`src/rtl/multi_blinker_pkg.sv`:
```
// Shared constants and helpers for the multi-channel blinker.
// Holds the mode encoding and the default 1 s terminal count.
package multi_blinker_pkg;

  localparam logic MODE_TOGGLE = 1'b0;
  localparam logic MODE_STROBE = 1'b1;

  // One event per second at 50 MHz: period = term + 1 cycles.
  localparam logic [31:0] DEFAULT_TERM_50MHZ_1S = 32'd49_999_999;

  function automatic int ch_width(input int n);
    return (n > 1) ? $clog2(n) : 1;
  endfunction

endpackage

```
`src/rtl/blink_channel.sv`:
```
// One blinker channel: up-counter with terminal-count wrap, config registers
// and registered OUT/TICK. A write on this channel overrides a same-cycle event.
module blink_channel
  import multi_blinker_pkg::*;
#(
  parameter int unsigned      CNT_W        = 32,
  parameter logic [CNT_W-1:0] DEFAULT_TERM = '0
) (
  input  logic             clk,
  input  logic             rst,
  input  logic             wr_sel,
  input  logic [CNT_W-1:0] wr_term,
  input  logic             wr_mode,
  input  logic             wr_ena,
  output logic             out_o,
  output logic             tick_o
);

  logic [CNT_W-1:0] cnt_q, cnt_d;
  logic [CNT_W-1:0] term_q, term_d;
  logic             mode_q, mode_d;
  logic             ena_q, ena_d;
  logic             out_q, out_d;
  logic             tick_q, tick_d;
  logic             evt;

  assign evt = ena_q && (cnt_q == term_q);

  always_comb begin
    cnt_d  = cnt_q;
    term_d = term_q;
    mode_d = mode_q;
    ena_d  = ena_q;
    out_d  = out_q;
    tick_d = 1'b0;
    if (wr_sel) begin
      term_d = wr_term;
      mode_d = wr_mode;
      ena_d  = wr_ena;
      cnt_d  = '0;
      out_d  = (wr_mode == MODE_STROBE) ? 1'b0 : out_q;
    end else if (evt) begin
      cnt_d  = '0;
      tick_d = 1'b1;
      out_d  = (mode_q == MODE_STROBE) ? 1'b1 : ~out_q;
    end else begin
      // Counting and disabled both land here; strobe output is low between events.
      cnt_d = ena_q ? (cnt_q + CNT_W'(1)) : '0;
      if (mode_q == MODE_STROBE) out_d = 1'b0;
    end
  end

  always_ff @(posedge clk) begin
    if (rst) begin
      cnt_q  <= '0;
      term_q <= DEFAULT_TERM;
      mode_q <= MODE_TOGGLE;
      ena_q  <= 1'b1;
      out_q  <= 1'b0;
      tick_q <= 1'b0;
    end else begin
      cnt_q  <= cnt_d;
      term_q <= term_d;
      mode_q <= mode_d;
      ena_q  <= ena_d;
      out_q  <= out_d;
      tick_q <= tick_d;
    end
  end

  assign out_o  = out_q;
  assign tick_o = tick_q;

endmodule

```
`src/rtl/multi_blinker.sv`:
```
// Multi-channel programmable blinker: decodes the config write port and
// fans it out to N_CH independent blink_channel instances.
module multi_blinker
  import multi_blinker_pkg::*;
#(
  parameter int               N_CH         = 4,
  parameter int unsigned      CNT_W        = 32,
  parameter logic [CNT_W-1:0] DEFAULT_TERM = CNT_W'(DEFAULT_TERM_50MHZ_1S),
  localparam int              CH_W         = ch_width(N_CH)
) (
  input  logic             CLK,
  input  logic             RST,
  input  logic             WR_EN,
  input  logic [CH_W-1:0]  WR_CH,
  input  logic [CNT_W-1:0] WR_TERM,
  input  logic             WR_MODE,
  input  logic             WR_ENA,
  output logic [N_CH-1:0]  OUT,
  output logic [N_CH-1:0]  TICK
);

  localparam logic [CH_W:0] N_CH_EXT = (CH_W + 1)'(N_CH);

  logic            wr_valid;
  logic [N_CH-1:0] wr_sel;

  // Out-of-range channel indices are dropped here so no instance sees them.
  assign wr_valid = WR_EN && ({1'b0, WR_CH} < N_CH_EXT);

  for (genvar i = 0; i < N_CH; i++) begin : g_ch
    assign wr_sel[i] = wr_valid && (WR_CH == CH_W'(i));

    blink_channel #(
      .CNT_W        (CNT_W),
      .DEFAULT_TERM (DEFAULT_TERM)
    ) u_ch (
      .clk     (CLK),
      .rst     (RST),
      .wr_sel  (wr_sel[i]),
      .wr_term (WR_TERM),
      .wr_mode (WR_MODE),
      .wr_ena  (WR_ENA),
      .out_o   (OUT[i]),
      .tick_o  (TICK[i])
    );
  end

endmodule

```
`config.mk`:
```
export PLATFORM = sky130hd
export DESIGN_NAME = multi_blinker
export DESIGN_NICKNAME = d
export VERILOG_FILES = /design/src/rtl/multi_blinker_pkg.sv /design/src/rtl/blink_channel.sv /design/src/rtl/multi_blinker.sv
export SDC_FILE = /design/constraint.sdc
export NUM_CORES = 1
export LEC_CHECK = 0
export ABC_AREA = 0
export BUFFER_PORTS_ARGS = -buffer_cell sky130_fd_sc_hd__buf_2
export CAP_MARGIN = 15
export CORE_MARGIN = 10
export CORE_UTILIZATION = 51
export CTS_CLUSTER_DIAMETER = 30
export CTS_CLUSTER_SIZE = 20
export DETAILED_ROUTE_END_ITERATION = 10
export PLACE_DENSITY = 0.7
export SETUP_SLACK_MARGIN = 0.1
export SKIP_CTS_REPAIR_TIMING = 1
export SLEW_MARGIN = 10
export SYNTH_ARGS = -nofsm -noshare
export SYNTH_HDL_FRONTEND = slang
export SYNTH_SLANG_ARGS = --single-unit
```
`constraint.sdc`:
```
create_clock -name CLK -period 1.8 [get_ports CLK]
set_input_delay 0.27 -clock CLK [delete_from_list [all_inputs] [get_ports CLK]]
set_output_delay 0.27 -clock CLK [all_outputs]
set_load 0.05 [all_outputs]
```
==> impl_summary.txt, run 1 <==
----------------------------------------------------
[Yosys]
  Syn_nets ... 1492
  Top cell type's share of synthesized area ... 44.9%
  Library cell occupying the most area in the post-synthesis netlist ... sky130_fd_sc_hd__dfxtp_1
  Primary flip-flop cell chosen by synthesis mapping ... sky130_fd_sc_hd__dfxtp_1
  Number of enable-type register cells in the synthesized netlist ... 0
  Post-synth design cell area ... ~12000 sq um
  Most frequent cells after synthesis ... sky130_fd_sc_hd__nand2_1, sky130_fd_sc_hd__dfxtp_1, sky130_fd_sc_hd__xnor2_1
  Flop and latch count out of synthesis ... 272
  Count of cell types in the netlist ... 50
  Count of synthesis-stage warnings from yosys ... 0
  Portion of the post-synthesis area used by sequential elements ... 44.9%
  Library cell with the highest instance count after synthesis ... sky130_fd_sc_hd__nand2_1
  Synth Area per Inst ... approximately 8.4 sq um
  Share of async-settable or async-resettable flops after synthesis ... 0%
  Cells taking the most area after synthesis ... sky130_fd_sc_hd__dfxtp_1, sky130_fd_sc_hd__xnor2_1, sky130_fd_sc_hd__nand2_1
  Gate Count Post-Synth ... 1449

[Outcome]
  Status ... complete, but fails checks
  Violations in the final reports ... setup timing

[Worst setup path]
  Max FO, Critical Path ... 8
  Crit path launch type ... flop
  Worst Path Arrival ... 2410 ps
  Endpoint required time on the critical path ... between 2000 and 2500 ps
  Sort of element at the end of the critical path ... flop
  Worst setup path category ... reg -> reg

[STA]
  Achievable frequency ... ~510 MHz
  Number of slew-limit violations in the final report ... 0
  Remaining max-slew budget at the tightest pin ... 53.2%
  Ratio of final minimum period to clock period ... 110%
  Maximum clock skew at final layout ... ~20 ps
  Final-report hold violation count ... 0
  Post-route worst setup slack ... -177 ps
  Final Hold Slack ... 39.2 ps
  Setup repair after global routing missed its margin ... true
  Min Clock Period, post-route ... 1980 ps
  Setup violation total in the final timing report ... between 90 and 100
  Transition time at the pin with the least slew margin ... 702 ps

[GRT]
  Pin count of the biggest net entering global routing ... 39
  Met2 GRT Util ... 35.8%
  Met3 usage in global routing ... between 4 and 5%
  Global Route met1 Usage ... 28.3%
  First-pass GRT wire length ... 54200 microns
  Number of antenna violations at the first check in global routing ... 0
  Vias in the first global route ... about 10000
  Overflow left after global routing ... 0
  Gr usage total ... 21.9%
  Global-route layer with the greatest usage ... met2

[Finish]
  Net count of the finished layout ... 1704
  Antenna diode count ... 0
  Final core occ ... roughly three quarters
  Share of layout cells above drive strength 1 ... 34.3%
  Synth-to-Final Area Change ... 45.0%

[Floorplanning]
  Die Y ... approximately 170 microns
  Total die area ... 30400 sq um
  Core region area ... 23500 sq um
  Cell row count ... 56
  Die X ... 174 microns
  Number of top-level pins ... 47
  Initial standard-cell utilization of the core ... 51.7%

[Clock network]
  Number of buffers on the longest clock path ... 3
  Clock Pin Slew Worst Setup and Hold Paths ... about 50 ps
  Clock sinks ... 272
  Number of H-tree levels ... 2
  Number of buffers created by CTS ... 53
  Clock Latency Late Sink ... 550 ps
  Clock tree from TritonCTS ... built
  Clock tree root driver cell ... sky130_fd_sc_hd__clkbuf_16

[Drt]
  Wire length after detailed routing ... 39800 microns
  Post-route ant nets ... 0
  Vias per cell ... 5.52
  DRC Markers ... 0
  Routed vias ... between 10000 and 15000
  Initial drt markers ... a little over 900
  Wire per inst ... 19.7 microns
  Number of detailed-routing iterations run before antenna repair ... 5

[Power and ir drop]
  Switching power of the nets ... approximately 4.3 mW
  Portion of total power attributed to the clock network ... roughly 60%
  Switching share of total power ... 22.6%
  Internal power ... 14.6 mW
  Max IR drop VDD ... just over 0.0008 V
  Part of the power in registers ... 33.7%
  P per Cell Area ... 1070 nW/um^2
  Logic pwr share ... around 6.4%
  Standby leakage power ... 6.62 nW

[Placed design]
  Final HPWL DP ... 23800 microns
  GP Congestion ... 0.876
  Number of input and output port buffers inserted ... 46

[Job]
  Max cap viols ... 0

[Worst hold path]
  Path class of the lowest-slack min-delay path ... in -> reg

----------------------------------------------------
## worst paths after layout
check	startpoint	to	slack, ps	cells past startpoint
setup / recovery	g_ch[2].u_ch.cnt_q[11]$_SDFF_PP0_	g_ch[2].u_ch.cnt_q[23]$_SDFF_PP0_	-180	9
hold / removal	WR_TERM[28]	g_ch[0].u_ch.term_q[28]$_SDFFE_PP0P_	40	3
setup reg to reg	g_ch[2].u_ch.cnt_q[11]$_SDFF_PP0_	g_ch[2].u_ch.cnt_q[23]$_SDFF_PP0_	-180	9
hold reg to reg	g_ch[2].u_ch.cnt_q[0]$_SDFF_PP0_	g_ch[2].u_ch.cnt_q[0]$_SDFF_PP0_	460	1
## registers in the layout, summed over array words and instances, names as in the netlist
register	count
g_ch.u_ch.cnt_q	128
g_ch.u_ch.term_q	128
g_ch.u_ch.ena_q	4
g_ch.u_ch.mode_q	4
g_ch.u_ch.out_o	4
g_ch.u_ch.tick_o	4
## area by class of cell
type                    count  area [sq um]
multi-input cells        1080          7580
fillers                  1509          5870
flip-flops and latches    272          5530
repair buffers            234          1980
clock buffers              62          1400
clock inverters            37           636
well taps                 319           399
inverters                  20          75.1
## cells by family after synthesis
group,count (synthesis),share of synthesized area [%]
buf+inv,97,3.37
flops,272,44.9
fa+ha+maj,4,0.412
simple gates,751,30.0
xor+xnor,245,17.7
mux,2,0.175
compound gates,78,3.46
## critical path: stages (launching register included)
cell and delay (ps):
sky130_fd_sc_hd__dfxtp_1 410, sky130_fd_sc_hd__xnor2_1 140, sky130_fd_sc_hd__nand4_1 140, sky130_fd_sc_hd__nor4_2 370, sky130_fd_sc_hd__buf_4 210, sky130_fd_sc_hd__nand2_4 60, sky130_fd_sc_hd__nand4b_1 110, sky130_fd_sc_hd__buf_6 160
sky130_fd_sc_hd__clkbuf_16 210, sky130_fd_sc_hd__nor2_4 40
## cell usage in the layout, fill, tap and decap left out, types with 16 or more instances in the layout
cell type / n
sky130_fd_sc_hd__xnor2_1: 166
sky130_fd_sc_hd__dfxtp_2: 37
sky130_fd_sc_hd__nor2_2: 32
sky130_fd_sc_hd__dfxtp_1: 226
sky130_fd_sc_hd__nand3b_1: 74
sky130_fd_sc_hd__nand4_1: 54
sky130_fd_sc_hd__xnor2_2: 20
sky130_fd_sc_hd__a21oi_1: 61
sky130_fd_sc_hd__buf_2: 45
sky130_fd_sc_hd__nand3_1: 49
sky130_fd_sc_hd__buf_4: 156
sky130_fd_sc_hd__nand2_1: 311
sky130_fd_sc_hd__nor2_1: 58
sky130_fd_sc_hd__xor2_1: 49
sky130_fd_sc_hd__bufinv_16: 16
sky130_fd_sc_hd__inv_1: 20
sky130_fd_sc_hd__nor2_4: 78
sky130_fd_sc_hd__clkbuf_16: 62
## power groups by stage
stage,clock [mW],sequential (mW),combinational [mW]
2_1_floorplan,0,6.40,0.516
3_3_place_gp,0,6.43,0.826
3_5_place_dp,0,6.44,0.840
4_1_cts,11.3,6.32,0.851
5_1_grt,11.6,6.35,1.28
6_report,11.3,6.34,1.21
## metrics by stage
| step | setup WS [ps] | cell area [sq um] | TNS (ps) | total power [mW] | cells |
|---|---|---|---|---|---|
| floorplan | 53.9 | 12200 | 0 | 6.92 | 1449 |
| global placement | -82.5 | 13700 | -3790 | 7.26 | 1891 |
| detailed placement | -112 | 13700 | -5440 | 7.28 | 1891 |
| CTS | -153 | 15800 | -7130 | 18.5 | 1990 |
| global route | -236 | 17600 | -16440 | 19.2 | 2024 |
| finish | -177 | 17600 | -10180 | 18.8 | 2024 |
## routing by layer
layer  vias up  wire [microns]  part of all wire (%)
li1       5204               -                     -
met4         0            1740                   4.4
met3       130            2840                   7.1
met5         -               0                     0
met2       451           19400                    49
met1      5397           15800                    40
(Power assumes the default switching activity.)
==> inputs of run 2 (changes only) <==
Settings changed: CORE_MARGIN 10 to 5.
==> impl_summary.txt, run 2 (same netlist as run 1, synthesis figures left out) <==
----------------------------------------------------
[Floorplanning]
  Die X ... roughly 160 microns
  Number of top-level pins ... between 40 and 50
  Core region area ... 23500 sq um
  Total die area ... 27000 sq um
  Cell row count ... 56
  Initial standard-cell utilization of the core ... 51.7%
  Die Y ... about 160 microns

[Power and ir drop]
  Standby leakage power ... between 6 and 7 nW
  P per Cell Area ... 1000 nW/um^2
  Final Power ... 17.3 mW
  Max IR drop VDD ... 0.000786 V

[GRT]
  Overflow left after global routing ... 0
  First-pass GRT wire length ... 53500 microns
  Pin count of the biggest net entering global routing ... 48
  Vias in the first global route ... approximately 10000
  Number of antenna violations at the first check in global routing ... 0
  Gr usage total ... between 20% and 30%

[Worst hold path]
  Path class of the lowest-slack min-delay path ... in -> reg
  Number of cells on the worst hold path ... 3
  Worst Hold Endpoint ... g_ch[1].u_ch.term_q[8]$_SDFFE_PP0P_
  Hold wc startpoint ... WR_TERM[8]

[STA]
  Final setup TNS ... -7650 ps
  Final-report hold violation count ... 0
  Post-route worst setup slack ... -97.9 ps
  Final Hold Slack ... 57.0 ps
  Setup repair after global routing missed its margin ... true
  Min Clock Period, post-route ... about 1900 ps
  Achievable frequency ... 527 MHz
  Setup violation total in the final timing report ... between 100 and 150
  Remaining max-slew budget at the tightest pin ... 53.6%
  Ratio of final minimum period to clock period ... 105%
  Maximum clock skew at final layout ... 12.7 ps
  Transition time at the pin with the least slew margin ... 697 ps
  Number of slew-limit violations in the final report ... 0

[Placed design]
  Cells after DPL ... 1889
  Number of input and output port buffers inserted ... 46
  Final HPWL DP ... 23000 microns
  Post-place setup slack ... -104 ps
  Post-Place Cell Area ... 13700 sq um
  GP Congestion ... 0.873

[Finish]
  Antenna diode count ... 0
  Filler cells ... 1538
  Leading cell type in the layout, fill and taps excluded ... sky130_fd_sc_hd__nand2_1
  Net count of the finished layout ... 1709
  Final core occ ... 73.4%
  Cell area after layout ... about 17000 sq um
  Final instance count without filler cells ... 2030
  Commonest cells after routing, fill and taps aside ... sky130_fd_sc_hd__nand2_1, sky130_fd_sc_hd__dfxtp_1, sky130_fd_sc_hd__xnor2_1
  Share of layout cells above drive strength 1 ... between 30% and 40%
  Synth-to-Final Area Change ... 41.9%
  Registers with the most flip-flops ... g_ch.u_ch.cnt_q: 128 flops, g_ch.u_ch.term_q: 128 flops

[Clock network]
  Clock Pin Slew Worst Setup and Hold Paths ... 50 ps
  Clock Latency Late Sink ... 550 ps
  Clock sinks ... 272
  Number of buffers created by CTS ... 53
  Clock tree root driver cell ... sky130_fd_sc_hd__clkbuf_16
  Number of buffers on the longest clock path ... 3
  Clock tree from TritonCTS ... built
  Number of H-tree levels ... 2

[Drt]
  Wire per inst ... 18.8 microns
  DRC Markers ... 0
  Routed vias ... 11100
  Wire length after detailed routing ... 38100 microns
  Post-route ant nets ... 0
  Initial drt markers ... 1098
  Vias per cell ... 5.45
  Number of detailed-routing iterations run before antenna repair ... 5

[Worst setup path]
  Total buffers and inverters traversed by the critical path ... 3
  Critical-path cell with the highest stage delay ... sky130_fd_sc_hd__nor4_1
  Endpoint required time on the critical path ... between 2000 and 2500 ps
  Count of cells along the worst register-to-register path ... 9
  Max FO, Critical Path ... 6
  Worst setup slack for register-to-register paths ... -100 ps
  Family of cells with the greatest summed delay on the critical path ... simple AND/OR/NAND/NOR gates
  Worst setup path category ... reg -> reg
  Launching point of the worst reg2reg path ... g_ch[1].u_ch.cnt_q[21]$_SDFF_PP0_
  Chain of cells forming the critical path ... buf_6 > xnor2_4 > nand4_1 > nor4_1 > buf_4 > nand2_4 > nand3_4 > clkbuf_16 > nor2_4
  Worst path max stage delay ... about 370 ps
  Worst Path Arrival ... 2330 ps
  Sort of element at the end of the critical path ... flop
  Capture point of the worst reg-to-reg path ... g_ch[1].u_ch.cnt_q[25]$_SDFF_PP0_
  Crit path launch type ... flop

[Job]
  Max cap viols ... 0

[Outcome]
  Status ... complete, but fails checks
  Violations in the final reports ... setup timing

----------------------------------------------------
==> run 2: cell types whose count changed in the layout (fill, tap and decap cells not counted), moves of 5 or more <==
cell,before,now
sky130_fd_sc_hd__dfxtp_2,37,60
sky130_fd_sc_hd__nor2_1,58,92
sky130_fd_sc_hd__clkinv_2,6,11
sky130_fd_sc_hd__nor2_2,32,19
sky130_fd_sc_hd__bufinv_16,16,3
sky130_fd_sc_hd__clkbuf_8,4,9
sky130_fd_sc_hd__nor2_4,78,57
sky130_fd_sc_hd__buf_6,12,19
sky130_fd_sc_hd__dfxtp_1,226,200
==> run 2: metal layers <==
| layer | track usage (%) | vias up | wire (microns) |
|---|---|---|---|
| met4 | 9.53 | 0 | 1460 |
| li1 | - | 5222 | - |
| met2 | 40.5 | 438 | 18200 |
| met5 | 0 | - | 0 |
| met1 | 33.2 | 5313 | 15500 |
| met3 | 4.89 | 100 | 2940 |
==> run 2: worst max path at each step <==
stage,cells past startpoint,slack [ps],endpoint,start
2_1_floorplan,7,50,g_ch[2].u_ch.cnt_q[28]$_SDFF_PP0_,g_ch[2].u_ch.cnt_q[2]$_SDFF_PP0_
3_3_place_gp,6,-60,g_ch[0].u_ch.out_o$_SDFFE_PP0P_,g_ch[0].u_ch.cnt_q[19]$_SDFF_PP0_
3_5_place_dp,6,-100,g_ch[0].u_ch.out_o$_SDFFE_PP0P_,g_ch[0].u_ch.cnt_q[0]$_SDFF_PP0_
4_1_cts,6,-100,g_ch[0].u_ch.out_o$_SDFFE_PP0P_,g_ch[0].u_ch.cnt_q[0]$_SDFF_PP0_
5_1_grt,9,-190,g_ch[0].u_ch.cnt_q[12]$_SDFF_PP0_,g_ch[0].u_ch.cnt_q[16]$_SDFF_PP0_
6_report,9,-100,g_ch[1].u_ch.cnt_q[25]$_SDFF_PP0_,g_ch[1].u_ch.cnt_q[21]$_SDFF_PP0_
==> run 2: worst min-delay path: stages <==
cell	delay, ps
sky130_fd_sc_hd__buf_2	160
sky130_fd_sc_hd__nand2_1	70
sky130_fd_sc_hd__a21oi_1	50
==> run 2: where the power goes <==
group / internal (mW) / total (mW) / switching, mW
registers: 6.19 / 6.35 / 0.158
logic: 0.461 / 1.12 / 0.656
clock network: 6.54 / 9.81 / 3.27
==> run 2: area by class of cell <==
class	count	area [sq um]	area share (%)
well taps	319	399	2.32
inverters	20	75.1	0.436
repair buffers	239	1980	11.5
multi-input cells	1080	7380	42.9
clock inverters	25	234	1.36
flip-flops and latches	272	5570	32.3
clock buffers	75	1580	9.20
